### src/rtl/inst_fetch32_if.sv
// Fetch-unit bus: execute redirect, instruction-memory request/response, decode handoff.
// The master modport is the fetch unit; the slave modport is its environment.
interface inst_fetch32_if;
    logic        redirect_valid;
    logic [31:0] redirect_pc;
    logic        mem_req_valid;
    logic [31:0] mem_req_addr;
    logic        mem_req_ack;
    logic        mem_rsp_valid;
    logic [31:0] mem_rsp_data;
    logic        inst_valid;
    logic [31:0] inst_data;
    logic [31:0] inst_pc;
    logic        inst_ready;

    modport master (
        input  redirect_valid, redirect_pc, mem_req_ack, mem_rsp_valid, mem_rsp_data, inst_ready,
        output mem_req_valid, mem_req_addr, inst_valid, inst_data, inst_pc
    );

    modport slave (
        output redirect_valid, redirect_pc, mem_req_ack, mem_rsp_valid, mem_rsp_data, inst_ready,
        input  mem_req_valid, mem_req_addr, inst_valid, inst_data, inst_pc
    );
endinterface

### src/rtl/inst_fetch32.sv
// Instruction fetch front end: credit-limited fetch, prefetch FIFO, redirect flush/drain.
// Define FETCH_PERF_EN to add saturating stall/flush performance counters.
module inst_fetch32 #(
    parameter int unsigned DEPTH        = 2,
    parameter logic [31:0] RESET_VECTOR = 32'h0000_0000
) (
    input  logic                  clk,
    input  logic                  reset,
    inst_fetch32_if.master        fetch_bus
`ifdef FETCH_PERF_EN
    ,
    output logic [31:0]           perf_stall_cnt,
    output logic [31:0]           perf_flush_cnt
`endif
);
    localparam int unsigned PTR_W = $clog2(DEPTH);
    localparam int unsigned CNT_W = PTR_W + 1;
    localparam logic [CNT_W:0] USED_MAX = (CNT_W + 1)'(DEPTH);

    typedef enum logic [0:0] {StRun, StDrain} state_t;

    state_t             r_state;
    state_t             w_state_nxt;
    logic [31:0]        r_fetch_pc;
    logic [31:0]        r_head_pc;
    logic [CNT_W-1:0]   r_outstanding;
    logic [CNT_W-1:0]   w_out_nxt;
    logic [CNT_W-1:0]   r_count;
    logic [PTR_W-1:0]   r_wr_ptr;
    logic [PTR_W-1:0]   r_rd_ptr;
    logic [31:0]        r_fifo [DEPTH];

    logic [CNT_W:0]     w_used;
    logic               w_req;
    logic               w_ack;
    logic               w_rsp;
    logic               w_push;
    logic               w_pop;

    // Credit counts only registered state, so a pop frees its slot from the next cycle.
    assign w_used = {1'b0, r_outstanding} + {1'b0, r_count};
    assign w_req  = reset && (r_state == StRun) && (w_used < USED_MAX) && !fetch_bus.redirect_valid;
    assign w_ack  = w_req && fetch_bus.mem_req_ack;
    // Guard against underflow from untracked responses after a reset.
    assign w_rsp  = fetch_bus.mem_rsp_valid && (r_outstanding != '0);
    assign w_push = w_rsp && (r_state == StRun) && !fetch_bus.redirect_valid;
    assign w_pop  = (r_count != '0) && fetch_bus.inst_ready && !fetch_bus.redirect_valid;

    always_comb begin
        w_out_nxt = r_outstanding;
        if (w_ack && !w_rsp) begin
            w_out_nxt = r_outstanding + CNT_W'(1);
        end else if (!w_ack && w_rsp) begin
            w_out_nxt = r_outstanding - CNT_W'(1);
        end
    end

    always_ff @(posedge clk or negedge reset) begin
        if (!reset) begin
            r_state <= StRun;
        end else begin
            r_state <= w_state_nxt;
        end
    end

    always_comb begin
        w_state_nxt = r_state;
        unique case (r_state)
            StRun: begin
                if (fetch_bus.redirect_valid && (w_out_nxt != '0)) begin
                    w_state_nxt = StDrain;
                end
            end
            StDrain: begin
                if (w_out_nxt == '0) begin
                    w_state_nxt = StRun;
                end
            end
            default: w_state_nxt = StRun;
        endcase
    end

    always_ff @(posedge clk or negedge reset) begin
        if (!reset) begin
            r_fetch_pc    <= RESET_VECTOR;
            r_head_pc     <= RESET_VECTOR;
            r_outstanding <= '0;
            r_count       <= '0;
            r_wr_ptr      <= '0;
            r_rd_ptr      <= '0;
            for (int i = 0; i < DEPTH; i++) begin
                r_fifo[i] <= '0;
            end
        end else begin
            r_outstanding <= w_out_nxt;
            if (fetch_bus.redirect_valid) begin
                r_fetch_pc <= {fetch_bus.redirect_pc[31:2], 2'b00};
                r_head_pc  <= {fetch_bus.redirect_pc[31:2], 2'b00};
                r_count    <= '0;
                r_wr_ptr   <= '0;
                r_rd_ptr   <= '0;
            end else begin
                if (w_ack) begin
                    r_fetch_pc <= r_fetch_pc + 32'd4;
                end
                if (w_push) begin
                    r_fifo[r_wr_ptr] <= fetch_bus.mem_rsp_data;
                    r_wr_ptr         <= r_wr_ptr + PTR_W'(1);
                end
                if (w_pop) begin
                    r_rd_ptr  <= r_rd_ptr + PTR_W'(1);
                    r_head_pc <= r_head_pc + 32'd4;
                end
                if (w_push && !w_pop) begin
                    r_count <= r_count + CNT_W'(1);
                end else if (!w_push && w_pop) begin
                    r_count <= r_count - CNT_W'(1);
                end
            end
        end
    end

    assign fetch_bus.mem_req_valid = w_req;
    assign fetch_bus.mem_req_addr  = reset ? r_fetch_pc : 32'h0;
    assign fetch_bus.inst_valid    = (r_count != '0);
    assign fetch_bus.inst_data     = r_fifo[r_rd_ptr];
    assign fetch_bus.inst_pc       = reset ? r_head_pc : 32'h0;

`ifdef FETCH_PERF_EN
    logic [31:0] r_perf_stall;
    logic [31:0] r_perf_flush;

    always_ff @(posedge clk or negedge reset) begin
        if (!reset) begin
            r_perf_stall <= '0;
            r_perf_flush <= '0;
        end else begin
            if (fetch_bus.inst_ready && (r_count == '0) && (r_state == StRun)
                && (r_perf_stall != 32'hFFFF_FFFF)) begin
                r_perf_stall <= r_perf_stall + 32'd1;
            end
            if (fetch_bus.redirect_valid && (r_perf_flush != 32'hFFFF_FFFF)) begin
                r_perf_flush <= r_perf_flush + 32'd1;
            end
        end
    end

    assign perf_stall_cnt = r_perf_stall;
    assign perf_flush_cnt = r_perf_flush;
`endif
endmodule

### src/flat_wrapper.sv
// flat-port wrapper written by rule: the top's interface ports become plain ports
module inst_fetch32_flat 
#(
    parameter int unsigned DEPTH        = 2,
    parameter logic [31:0] RESET_VECTOR = 32'h0000_0000
)
  (clk, reset, fetch_bus_redirect_valid, fetch_bus_redirect_pc, fetch_bus_mem_req_ack, fetch_bus_mem_rsp_valid, fetch_bus_mem_rsp_data, fetch_bus_inst_ready, fetch_bus_mem_req_valid, fetch_bus_mem_req_addr, fetch_bus_inst_valid, fetch_bus_inst_data, fetch_bus_inst_pc);
  inst_fetch32_if fetch_bus_i ();
  input  logic clk;
  input  logic reset;
  input wire logic [$bits(fetch_bus_i.redirect_valid)-1:0] fetch_bus_redirect_valid;
  input wire logic [$bits(fetch_bus_i.redirect_pc)-1:0] fetch_bus_redirect_pc;
  input wire logic [$bits(fetch_bus_i.mem_req_ack)-1:0] fetch_bus_mem_req_ack;
  input wire logic [$bits(fetch_bus_i.mem_rsp_valid)-1:0] fetch_bus_mem_rsp_valid;
  input wire logic [$bits(fetch_bus_i.mem_rsp_data)-1:0] fetch_bus_mem_rsp_data;
  input wire logic [$bits(fetch_bus_i.inst_ready)-1:0] fetch_bus_inst_ready;
  output wire logic [$bits(fetch_bus_i.mem_req_valid)-1:0] fetch_bus_mem_req_valid;
  output wire logic [$bits(fetch_bus_i.mem_req_addr)-1:0] fetch_bus_mem_req_addr;
  output wire logic [$bits(fetch_bus_i.inst_valid)-1:0] fetch_bus_inst_valid;
  output wire logic [$bits(fetch_bus_i.inst_data)-1:0] fetch_bus_inst_data;
  output wire logic [$bits(fetch_bus_i.inst_pc)-1:0] fetch_bus_inst_pc;
  assign fetch_bus_i.redirect_valid = fetch_bus_redirect_valid;
  assign fetch_bus_i.redirect_pc = fetch_bus_redirect_pc;
  assign fetch_bus_i.mem_req_ack = fetch_bus_mem_req_ack;
  assign fetch_bus_i.mem_rsp_valid = fetch_bus_mem_rsp_valid;
  assign fetch_bus_i.mem_rsp_data = fetch_bus_mem_rsp_data;
  assign fetch_bus_i.inst_ready = fetch_bus_inst_ready;
  assign fetch_bus_mem_req_valid = fetch_bus_i.mem_req_valid;
  assign fetch_bus_mem_req_addr = fetch_bus_i.mem_req_addr;
  assign fetch_bus_inst_valid = fetch_bus_i.inst_valid;
  assign fetch_bus_inst_data = fetch_bus_i.inst_data;
  assign fetch_bus_inst_pc = fetch_bus_i.inst_pc;
  inst_fetch32 #(.DEPTH(DEPTH), .RESET_VECTOR(RESET_VECTOR)) u_core (.clk(clk), .reset(reset), .fetch_bus(fetch_bus_i));
endmodule
### config.mk
export PLATFORM = sky130hd
export DESIGN_NAME = inst_fetch32_flat
export DESIGN_NICKNAME = d
export VERILOG_FILES = /design/src/rtl/inst_fetch32_if.sv /design/src/rtl/inst_fetch32.sv /design/src/flat_wrapper.sv
export SDC_FILE = /design/constraint.sdc
export NUM_CORES = 1
export LEC_CHECK = 0
export ABC_AREA = 1
export CAP_MARGIN = 20
export CORE_UTILIZATION = 55
export DETAILED_ROUTE_END_ITERATION = 8
export PLACE_DENSITY_LB_ADDON = 0.12
export REMOVE_ABC_BUFFERS = 1
export SETUP_SLACK_MARGIN = 0.2
export SYNTH_ARGS = -nofsm -noshare
export SYNTH_HDL_FRONTEND = slang
export SYNTH_SLANG_ARGS = --single-unit
### constraint.sdc
create_clock -name clk -period 3.9 [get_ports clk]
set_input_delay 0.585 -clock clk [delete_from_list [all_inputs] [get_ports clk]]
set_output_delay 0.585 -clock clk [all_outputs]
set_load 0.05 [all_outputs]
After elaboration in Yosys (flattened, before gate mapping)
Index checks and enable logic that the tools add are counted.
- register bits after elaboration: 135
- input port bits: 70
- output and inout bits: 98
- logic and storage cells: 79
- add/sub/neg operators: 9
- order comparisons: 4
- muxes and demuxes: 24
- bitwise logic cells: 4
- reduce and logical (&&, ||, !) cells: 29
- operators by type and width (kind ; number):
    32-bit 2-to-1 mux ; 10
    32-bit by 3-bit adder with 32-bit output, second input constant ; 2
    64-bit bitwise mux ; 1
    32-bit demux with 1-bit select ; 1
    1-bit logical AND ; 15
    2-bit nonzero test ; 6
    2-bit 2-to-1 mux ; 5
    1-bit 2-to-1 mux ; 6
    1-bit logical NOT ; 5
    2-bit by 1-bit adder with 2-bit output, second input constant ; 2
    2-bit >= comparator, second input constant ; 2
    1-bit inverter with 2-bit output ; 2
    2-bit by 1-bit subtractor with 2-bit output, second input constant ; 2
    2-bit by 2-bit adder with 3-bit output ; 1
    3-bit by 2-bit < comparator with 1-bit output, second input constant ; 1
    3-bit nonzero test ; 1
    1-bit adder, second input constant ; 2
    2-bit logical NOT ; 1
    2-bit by 1-bit < comparator with 1-bit output, second input constant ; 1
    1-bit inverter ; 2
    1-bit case mux with 2 select lines ; 1
    2-bit AND reduction ; 1

Longest topological paths before layout
Gate-level depths: netlist of the first run.
- depth after elaboration: 13
- gate-level depth with buffers: 12
- depth with buffers taken out: 11

Worst setup path after synthesis of the first run
OpenSTA, ideal clock, no wires.
- kind: flip-flop to output port
- from: register u_core.r_count[0]
- to: output fetch_bus_mem_req_valid
- arrival time: 1520 ps
- setup slack: 1795 ps
- stages on the path, launching flop included: 7
- cell sequence: dfrtp_1 nand2_1 inv_1 fa_1 nor3_1 nand2_1 inv_1
- cells in the longest elaborated chain, start to end: 4
- ends and longest elaborated chain (element ; line ; source):
    from (decl) ; inst_fetch32.sv:28 ; logic [CNT_W-1:0] r_count;
    from (signal assigned) ; inst_fetch32.sv:115 ; r_count <= r_count + CNT_W'(1);
    from (signal assigned) ; inst_fetch32.sv:117 ; r_count <= r_count - CNT_W'(1);
    2-bit by 2-bit adder with 3-bit output ; inst_fetch32.sv:41 ; assign w_used = {1'b0, r_outstanding} + {1'b0, r_count};
    3-bit by 2-bit < comparator with 1-bit output ; inst_fetch32.sv:42 ; assign w_req = reset && (r_state == StRun) && (w_used < USED_MAX) && !fetch_bus.redirect_valid;
    1-bit logical AND (2 in a row) ; inst_fetch32.sv:42 ;
    to (decl) ; flat_wrapper.sv:17 ; output wire logic [$bits(fetch_bus_i.mem_req_valid)-1:0] fetch_bus_mem_req_valid;
No other way between the ends.

Final worst setup path of the first run
- from: input reset
- to: output fetch_bus_inst_pc[22]
- cells in the longest elaborated chain, start to end: 1
- ends and longest elaborated chain (element ; line ; source):
    from (decl) ; flat_wrapper.sv:10 ; input logic reset;
    32-bit 2-to-1 mux ; inst_fetch32.sv:127 ; assign fetch_bus.inst_pc = reset ? r_head_pc : 32'h0;
    to (decl) ; flat_wrapper.sv:21 ; output wire logic [$bits(fetch_bus_i.inst_pc)-1:0] fetch_bus_inst_pc;
No other way between the ends.

==> results.py, run 1 <==
metrics = {
    "global_route": {
        "grt_use_total_pct": 30.4,
        "grt_max_degree": 51,
        "grt_pass1_vias": 7315,
        "grt_pass1_wl_um": 35400,
        "grt-ovfl-total": 0,
        "antenna_found_initial": 0,
    },
    "floorplan": {
        "rows": 43,
        "core-area_um2": 14100,
        "die_area_um2": 15200,
        "initial_core_util_pct": 57.5,
        "io_pins": 168,
        "die_width_um": 123,
        "die_h_um": 123,
    },
    "synthesis": {
        "synthArstFlopShare_pct": 100,
        "ys.flop_type": "dfrtp_1",
        "synth_top_area_share_pct": 40.5,
        "synth_area_leaders": "dfrtp_1 (40%), nand2_1 (22%), inv_1 (8.9%)",
        "yosysTopAreaCell": "dfrtp_1",
        "ys_ff_latch": 131,
        "synthCells": 1210,
        "synth.cell_area_um2": 8100,
        "syn_avg_cell_area_um2": 6.69,
        "synth_enable_flop_cells": 0,
        "ys_seq_area_share_pct": 40.5,
        "ys_warn_count": 0,
        "synth_cell_types": 37,
    },
    "sta": {
        "fmax_ghz": 0.349,
        "finalSetupViolCount": 0,
        "drv_slew": 0,
        "report.final.hold_viol_count": 0,
        "worst_pin_slew_ns": 0.685,
        "setup_tns_ns": 0,
        "skew_ns": 0.00576,
        "period_share_pct": 73.4,
        "grt_setup_unrepaired": "no",
        "finalCriticalPeriod_ns": 2.86,
        "slew_headroom_pct": 54.2,
    },
    "power": {
        "p_seq_share_pct": 32.8,
        "switchingPower_w": 0.00296,
        "peakVddDrop_mv": 0.330,
        "sw_frac_of_total_pct": 43.8,
        "p_int_w": 0.00379,
        "clockPowerShare_pct": 23.8,
        "p_leak_nw": 5.45,
        "power_frac_comb_pct": 43.5,
        "p_per_area_nw_per_um2": 645,
    },
    "routing": {
        "dr_wl_met2_um": 9950,
        "drtAntennaViolNets": 0,
        "highest_layer": "met4",
        "initialDrtViolationCount": 552,
        "met1_length_um": 9720,
        "viasPerCell": 5.16,
        "drc_errors": 0,
        "drtPass1Iterations": 5,
        "vias": 8032,
        "met3WireLength_um": 1840,
        "wl_um": 22200,
        "avgRoutedWirePerCell_um": 14.3,
    },
    "clocking": {
        "clk_pin_slew_worst_paths_ns": 0.06,
        "post_cts_resize_count": 0,
        "ctsLongestPathBuffers": 2,
        "cts-hold-fix-buffers": 0,
        "cts_htree_levels": 4,
        "cts_tree": "done",
        "insertion_delay_ns": 0.42,
        "ctsRootBufferMaster": "clkbuf_16",
        "cts_setup_buffers": 0,
        "cts_sinks": 131,
        "cts_made_buffers": 17,
    },
    "place": {
        "dpl.hpwl_um": 16200,
        "gp_congestion": 0.946,
        "dp.cells": 1524,
        "numPortBuffers": 161,
    },
    "worst_setup_path": {
        "path_max_fanout": 50,
        "crit_type": "primary input to primary output",
        "crit_slowest_cell": "clkdlybuf4s50_1",
        "cp-end-kind": "primary output",
        "startpoint_type": "primary input",
        "path_cells": "buf_6 > buf_4 > nand2_1 > inv_1 > clkdlybuf4s50_1",
        "crit_required_ns": 3.31,
        "slowest_delay_ns": 0.81,
        "r2r_cells": 11,
        "cp_data_arrival_time_ns": 2.28,
    },
    "cells_and_area": {
        "final_core_util_pct": 74.2,
        "ff_latch_area_um2": 3280,
        "multi_input_area_um2": 3850,
        "layout.cells.non_filler": 1556,
        "insertedDiodeCount": 0,
        "nets": 1437,
        "drive_gt1_share_pct": 6.69,
        "areaGrowthSynthToFinish_pct": 29.2,
        "fillers": 1169,
    },
    "run_status": {
        "outcome": "completed",
    },
    "flow_run": {
        "drv_cap": 0,
    },
    "hold_path": {
        "hp-class": "primary input to async pin",
    },
}
==> sequential cells by signal, indices dropped and copies added (netlist names) <==
register,count
u_core.r_fifo,64
u_core.r_state,1
u_core.r_wr_ptr,1
u_core.r_outstanding,2
u_core.r_count,2
u_core.r_fetch_pc,30
u_core.r_rd_ptr,1
u_core.r_head_pc,30
==> layer usage <==
metal | vias up | global-route usage (%)
li1 | 4007 | -
met1 | 3657 | 39.9
met2 | 315 | 48.3
met3 | 53 | 6.37
met4 | 0 | 13.6
met5 | - | 0
==> worst max-delay path: cells and delay by family <==
| family | cells | cell delay [ns] |
|---|---|---|
| buffers and inverters | 4 | 1.57 |
| and+or+nand+nor | 1 | 0.10 |
==> synth_stat cells, types with 3 or more instances <==
cell,instances
nor3_1,14
ha_1,3
nor2_1,67
nor2_4,7
xnor2_1,4
a21oi_1,6
o21ai_0,98
dfrtp_1,131
nand2_2,9
o21ai_1,7
nand3_1,63
inv_2,7
buf_2,11
buf_4,8
nand4_1,10
nor2_2,6
clkbuf_1,25
nand2_1,485
nand3_2,3
inv_1,191
xor2_1,16
o211ai_1,15
==> cell type report <==
cell class              instances  share of cell area, %
multi-input cells             836                   36.8
clock inverters                11                   1.22
flip-flops and latches        131                   31.3
clock buffers                  21                   4.50
well taps                     180                   2.15
repair buffers                178                   16.9
inverters                     199                   7.14
==> cell families after synthesis <==
| logic type | after synthesis | share of synthesized area, % |
|---|---|---|
| xor+xnor | 20 | 2.16 |
| buf+inv | 246 | 12.1 |
| simple gates | 676 | 35.7 |
| other cells | 1 | 0.0463 |
| fa+ha+maj | 4 | 0.711 |
| flops | 131 | 40.5 |
| compound gates | 132 | 8.82 |
==> stage by stage <==
stage	cell area, um2	worst slack, ns	hold slack, ns	total power, W
5_1_grt	10500	0.933	0.123	0.00716
6_report	10500	1.04	0.111	0.00675
4_1_cts	10500	0.991	0.114	0.00676
2_1_floorplan	7880	1.34	0.289	0.00416
3_3_place_gp	9860	1.08	0.465	0.00507
3_5_place_dp	9860	1.05	0.473	0.00514
==> power by group through the flow <==
stage,Clock [W],Combinational [W],Sequential (W)
after floorplan,0,0.00202,0.00214
after global placement,0,0.00286,0.00221
after detailed placement,0,0.00292,0.00222
after CTS,0.00161,0.00294,0.00220
after global routing,0.00168,0.00321,0.00227
final,0.00160,0.00293,0.00221
==> path summary, 6_finish.rpt <==
path / to / startpoint / slack (ns)
setup / recovery: fetch_bus_inst_pc[22] / reset / 1.04
setup reg to reg: u_core.r_fetch_pc[18] / u_core.r_count[0] / 1.56
max in group asynchronous: u_core.r_fifo[61] / reset / 2.83
hold reg to reg: u_core.r_fifo[19] / u_core.r_fifo[19] / 0.48
min in group clk: u_core.r_fifo[19] / u_core.r_fifo[19] / 0.48
hold / removal: u_core.r_fifo[56] / reset / 0.11
==> cells in the final DEF (no fill, tap or decap), types with 3 or more instances in the layout <==
| cell | instances |
|---|---|
| nand3_1 | 63 |
| conb_1 | 4 |
| o211ai_1 | 15 |
| clkinvlp_4 | 3 |
| xor2_1 | 16 |
| nand4_1 | 10 |
| clkbuf_16 | 17 |
| o21ai_1 | 7 |
| nor2_4 | 7 |
| clkdlybuf4s50_1 | 159 |
| clkbuf_8 | 3 |
| nor2_2 | 6 |
| inv_1 | 191 |
| a21oi_1 | 6 |
| nand3_2 | 3 |
| ha_1 | 3 |
| nor3_1 | 14 |
| clkinv_4 | 3 |
| nand2_2 | 9 |
| nand2_1 | 485 |
| nor2_1 | 67 |
| xnor2_1 | 4 |
| buf_4 | 16 |
| dfrtp_1 | 131 |
| inv_2 | 7 |
| o21ai_0 | 98 |
No activity file was read; power rests on OpenSTA's default activity.
==> run 2: changes to the inputs <==
Settings changed: CORE_UTILIZATION 55 to 52.
Clock period 3.9 ns to 3 ns, I/O delays scaled along.
==> run 2 against run 1 <==
Die area grew 5.7%; final area shrank 0.97%; clock power grew 35%; total power grew 30%; sequential power grew 31%; critical path depth grew 2; count of clock-buffer cells in the layout shrank 3; first-iteration DRC count grew 13%; worst hold slack lost 0.11 ns; sequential cell count is the same; combinational power grew 28%; critical path type is now flop to primary output; critical endpoint is now fetch_bus_mem_req_valid; largest cell class unchanged; largest power group unchanged; highest routed layer unchanged.
==> results.py, run 2 (same netlist as run 1, synthesis figures left out) <==
metrics = {
    "clocking": {
        "cts_made_buffers": 17,
        "clk_pin_slew_worst_paths_ns": 0.06,
        "cts-hold-fix-buffers": 0,
        "ctsLongestPathBuffers": 2,
        "post_cts_resize_count": 0,
        "insertion_delay_ns": 0.42,
        "cts_tree": "done",
        "cts_setup_buffers": 0,
        "cts_htree_levels": 4,
        "cts_sinks": 131,
        "ctsRootBufferMaster": "clkbuf_16",
    },
    "place": {
        "dpl.hpwl_um": 16300,
        "gp_congestion": 0.935,
        "numPortBuffers": 161,
        "place_area_um2": 9750,
    },
    "sta": {
        "grt_setup_unrepaired": "no",
        "setup_tns_ns": 0,
        "fmax_ghz": 0.416,
        "hold_slack_ns": 0.000694,
        "slew_headroom_pct": 63.2,
        "finalSetupViolCount": 0,
        "drv_slew": 0,
        "worst_pin_slew_ns": 0.550,
        "finalCriticalPeriod_ns": 2.40,
        "report.final.hold_viol_count": 0,
        "skew_ns": 0.0100,
        "period_share_pct": 80.1,
    },
    "power": {
        "p_leak_nw": 5.58,
        "p_per_area_nw_per_um2": 848,
        "peakVddDrop_mv": 0.445,
    },
    "worst_setup_path": {
        "crit_slowest_cell": "fa_1",
        "cp_data_arrival_time_ns": 1.95,
        "crit_required_ns": 2.55,
        "critPathTopFamily": "adder cells",
        "crit_type": "flop to primary output",
        "cp-end-kind": "primary output",
        "path_max_fanout": 3,
        "rrSetupSlack_ns": 0.63,
        "reg2reg_from": "u_core.r_count[0]",
        "cp.buffers_inverters": 3,
        "r2r_cells": 11,
        "r2r-end": "u_core.r_state",
        "slowest_delay_ns": 0.45,
        "path_cells": "nand2_1 > inv_1 > fa_1 > nor3_1 > nand2_1 > inv_1 > buf_12",
        "startpoint_type": "flop",
    },
    "cells_and_area": {
        "top_register": "u_core.r_fifo",
        "multi_input_area_um2": 3850,
        "areaGrowthSynthToFinish_pct": 27.9,
        "fillers": 1403,
        "top_regs": "u_core.r_fifo x64, u_core.r_fetch_pc x30, u_core.r_head_pc x30",
        "largest_reg_flops": 64,
        "drive_gt1_share_pct": 11.8,
        "final_cell_area_um2": 10400,
        "nets": 1434,
        "ff_latch_area_um2": 3280,
        "layout_commonest_cell": "nand2_1",
        "insertedDiodeCount": 0,
        "most-common-layout-cells": "nand2_1 (485), inv_1 (191), dfrtp_1 (131)",
        "final_core_util_pct": 68.1,
    },
    "floorplan": {
        "die_area_um2": 16100,
        "rows": 45,
        "io_pins": 168,
        "die_width_um": 127,
        "core-area_um2": 15200,
        "die_h_um": 127,
        "initial_core_util_pct": 53.3,
    },
    "hold_path": {
        "hp-class": "primary input to async pin",
    },
    "routing": {
        "drtPass1Iterations": 5,
        "initialDrtViolationCount": 625,
        "avgRoutedWirePerCell_um": 14.3,
        "wl_um": 22300,
        "viasPerCell": 5.09,
        "drtAntennaViolNets": 0,
        "drc_errors": 0,
        "vias": 7952,
    },
    "global_route": {
        "grt_pass1_wl_um": 36600,
        "antenna_found_initial": 0,
        "grt_use_total_pct": 29.1,
        "grt_max_degree": 65,
        "grt_pass1_vias": 7323,
        "grt-ovfl-total": 0,
    },
    "run_status": {
        "outcome": "completed",
    },
    "flow_run": {
        "drv_cap": 0,
    },
}
-- run 2: cell count changes in the layout (fill, tap and decap cells not counted) --
cell / previous run / this run
clkbuf_1: 1 / 0
bufinv_16: 2 / 3
buf_4: 16 / 79
clkdlybuf4s50_1: 159 / 87
clkinv_4: 3 / 2
clkbuf_8: 3 / 1
inv_6: 1 / 4
buf_12: 2 / 8
-- run 2: worst register-to-register path: cells and delay by family (launching register included) --
family                   cells  cell delay [ns]
buffers and inverters        3             0.68
flip-flops                   1             0.40
adder cells (fa/ha/maj)      1             0.45
AND/OR/NAND/NOR              7             0.76
-- run 2: report_power, final --
part	switching, W	internal, W
clock	0.000825	0.00134
combinational	0.00255	0.00119
sequential	0.000522	0.00237
total	0.00390	0.00489
-- run 2: per-layer routing --
layer / vias up / share of wire, % / GRT usage, %
li1: 3990 / - / -
met3: 35 / 5.8 / 4.47
met5: - / 0 / 0
met1: 3666 / 46 / 40.4
met2: 261 / 45 / 45.9
met4: 0 / 3.0 / 11.6
-- run 2: final cells by class --
cell class | instances | share of cell area, %
clock inverters | 14 | 1.69
clock buffers | 18 | 4.24
flip-flops and latches | 131 | 31.6
inverters | 199 | 7.21
multi-input cells | 836 | 37.2
repair buffers | 175 | 15.8
well taps | 188 | 2.27
-- run 2: worst max-delay path by stage --
stage	from	end	slack, ns	cells after the start
floorplan	u_core.r_rd_ptr	fetch_bus_inst_data[0]	0.57	3
global placement	fetch_bus_redirect_valid	u_core.r_state	0.53	9
detailed placement	fetch_bus_redirect_valid	u_core.r_state	0.49	9
CTS	u_core.r_count[0]	fetch_bus_mem_req_valid	0.58	7
global route	u_core.r_count[0]	fetch_bus_mem_req_valid	0.43	7
finish	u_core.r_count[0]	fetch_bus_mem_req_valid	0.60	7
-- run 2: stage by stage --
stage,worst slack [ns],total power (W),std cells
after detailed placement,0.489,0.00663,1529
after global placement,0.534,0.00654,1529
final,0.597,0.00879,1561
after global routing,0.431,0.00932,1561
after floorplan,0.574,0.00541,1166
after CTS,0.578,0.00882,1561
==> run 3: changes to the inputs <==
Clock period 3 ns to 2.31 ns, I/O delays scaled along.
==> run 3 against run 2 <==
Worst hold slack improved by 0.046 ns; global-route usage grew 1.2 points; clock power is 25% higher; final area rose by 8.0%; die area unchanged; sequential share of layout area shrank 2.4 points; total power is 34% higher; wire length grew 5.5%; critical path type unchanged; critical endpoint unchanged; largest power group unchanged; highest routed layer unchanged.
==> results.py, run 3 (same netlist as run 1, synthesis figures left out) <==
metrics = {
    "power": {
        "p_per_area_nw_per_um2": 1050,
        "switchingPower_w": 0.00520,
        "p_int_w": 0.00657,
        "clockPowerShare_pct": 22.9,
        "sw_frac_of_total_pct": 44.2,
        "peakVddDrop_mv": 0.536,
        "p_seq_share_pct": 32.0,
        "power_frac_comb_pct": 45.2,
        "p_leak_nw": 5.88,
    },
    "floorplan": {
        "die_width_um": 127,
        "die_h_um": 127,
        "initial_core_util_pct": 53.3,
        "rows": 45,
        "die_area_um2": 16100,
        "io_pins": 168,
        "core-area_um2": 15200,
    },
    "routing": {
        "drtAntennaViolNets": 0,
        "drtPass1Iterations": 5,
        "drc_errors": 0,
        "viasPerCell": 5.17,
        "wl_um": 23600,
        "initialDrtViolationCount": 577,
        "avgRoutedWirePerCell_um": 14.9,
        "vias": 8157,
    },
    "sta": {
        "report.final.hold_viol_count": 0,
        "slew_headroom_pct": 49.9,
        "grt_setup_unrepaired": "yes",
        "worst_pin_slew_ns": 0.751,
        "fmax_ghz": 0.455,
        "period_share_pct": 95.1,
        "drv_slew": 0,
        "skew_ns": 0.00443,
        "finalSetupViolCount": 0,
        "finalCriticalPeriod_ns": 2.20,
        "hold_slack_ns": 0.0464,
    },
    "clocking": {
        "insertion_delay_ns": 0.42,
        "cts_sinks": 131,
        "cts_made_buffers": 17,
        "cts_htree_levels": 4,
        "clk_pin_slew_worst_paths_ns": 0.06,
        "cts_tree": "done",
        "ctsRootBufferMaster": "clkbuf_16",
        "ctsLongestPathBuffers": 2,
    },
    "worst_setup_path": {
        "crit_type": "flop to primary output",
        "startpoint_type": "flop",
        "path_max_fanout": 3,
        "cp-end-kind": "primary output",
        "r2r_cells": 13,
        "cp_data_arrival_time_ns": 1.85,
        "rrSetupSlack_ns": 0.29,
        "crit_required_ns": 1.96,
        "r2r-end": "u_core.r_state",
        "reg2reg_from": "u_core.r_count[0]",
    },
    "cells_and_area": {
        "nets": 1450,
        "top_regs": "u_core.r_fifo x64, u_core.r_fetch_pc x30, u_core.r_head_pc x30",
        "most-common-layout-cells": "nand2_1 (484), inv_1 (189), dfrtp_1 (131)",
        "largest_reg_flops": 64,
        "drive_gt1_share_pct": 14.5,
        "top_register": "u_core.r_fifo",
        "areaGrowthSynthToFinish_pct": 38.2,
        "final_core_util_pct": 73.6,
        "fillers": 1225,
        "layout_commonest_cell": "nand2_1",
        "insertedDiodeCount": 0,
    },
    "global_route": {
        "grt_max_degree": 62,
        "grt_pass1_vias": 7527,
        "antenna_found_initial": 0,
        "grt_pass1_wl_um": 38100,
        "grt-ovfl-total": 0,
        "grt_use_total_pct": 30.4,
    },
    "hold_path": {
        "hp-class": "primary input to async pin",
    },
    "place": {
        "dpl.hpwl_um": 17100,
        "gp_congestion": 0.975,
        "numPortBuffers": 161,
    },
    "flow_run": {
        "drv_cap": 0,
    },
    "run_status": {
        "outcome": "completed",
    },
}
==> run 3: area by class of cell <==
| type | instances | area [um2] | area share (%) |
|---|---|---|---|
| tap | 188 | 235 | 2.10 |
| sequential | 131 | 3280 | 29.3 |
| clock inverter | 14 | 154 | 1.37 |
| multi-input combinational | 836 | 3870 | 34.5 |
| inverter | 199 | 753 | 6.73 |
| timing repair buffer | 191 | 2480 | 22.1 |
| clock buffer | 18 | 429 | 3.83 |
==> run 3: critical path, stage by stage (launching register included) <==
cell     delay, ns
dfrtp_1       0.40
nand2_1       0.07
inv_1         0.04
fa_1          0.46
nor3_2        0.16
nand2_1       0.09
inv_2         0.07
buf_12        0.13
==> run 3: timing repair <==
action,in CTS,in global routing
hold buffers,2,0
pin swaps,2,1
buffers inserted,5,1
resized for setup,5,12
endpoints found under the setup margin,5,19
endpoints found under the hold margin,54,0
==> run 3: power by group through the flow <==
stage               Sequential (W)  Clock (W)  Combinational (W)
global placement           0.00374          0            0.00513
floorplan                  0.00362          0            0.00341
global route               0.00387    0.00281            0.00577
finish                     0.00376    0.00269            0.00532
detailed placement         0.00377          0            0.00523
CTS                        0.00375    0.00270            0.00530
==> run 3: worst max-delay path by stage <==
stage	start	endpoint	slack, ns	depth (start not counted)
after floorplan	u_core.r_rd_ptr	fetch_bus_inst_data[0]	-0.01	3
after global placement	fetch_bus_redirect_valid	u_core.r_fetch_pc[18]	0.19	9
after detailed placement	fetch_bus_redirect_valid	u_core.r_fetch_pc[18]	0.15	9
after CTS	u_core.r_count[0]	fetch_bus_mem_req_valid	0.11	7
after global routing	u_core.r_count[0]	fetch_bus_mem_req_valid	0.04	7
final	u_core.r_count[0]	fetch_bus_mem_req_valid	0.11	7
==> run 3: metal layers <==
layer / global-route usage, % / share of wire, % / up-vias
met5: 0 / 0 / -
met1: 41.0 / 44 / 3770
li1: - / - / 4031
met2: 48.9 / 46 / 316
met4: 13.4 / 3.3 / 0
met3: 4.05 / 6.5 / 40
==> run 3: stage by stage <==
| stage | power (W) | instance area [um2] | setup slack [ns] | setup TNS (ns) | std cells |
|---|---|---|---|---|---|
| 4_1_cts | 0.0118 | 11200 | 0.111 | 0 | 1576 |
| 3_5_place_dp | 0.00900 | 10500 | 0.147 | 0 | 1537 |
| 5_1_grt | 0.0124 | 11200 | 0.0381 | 0 | 1577 |
| 3_3_place_gp | 0.00887 | 10500 | 0.187 | 0 | 1537 |
| 2_1_floorplan | 0.00703 | 7880 | -0.0121 | -0.388 | 1166 |
| 6_report | 0.0118 | 11200 | 0.113 | 0 | 1577 |
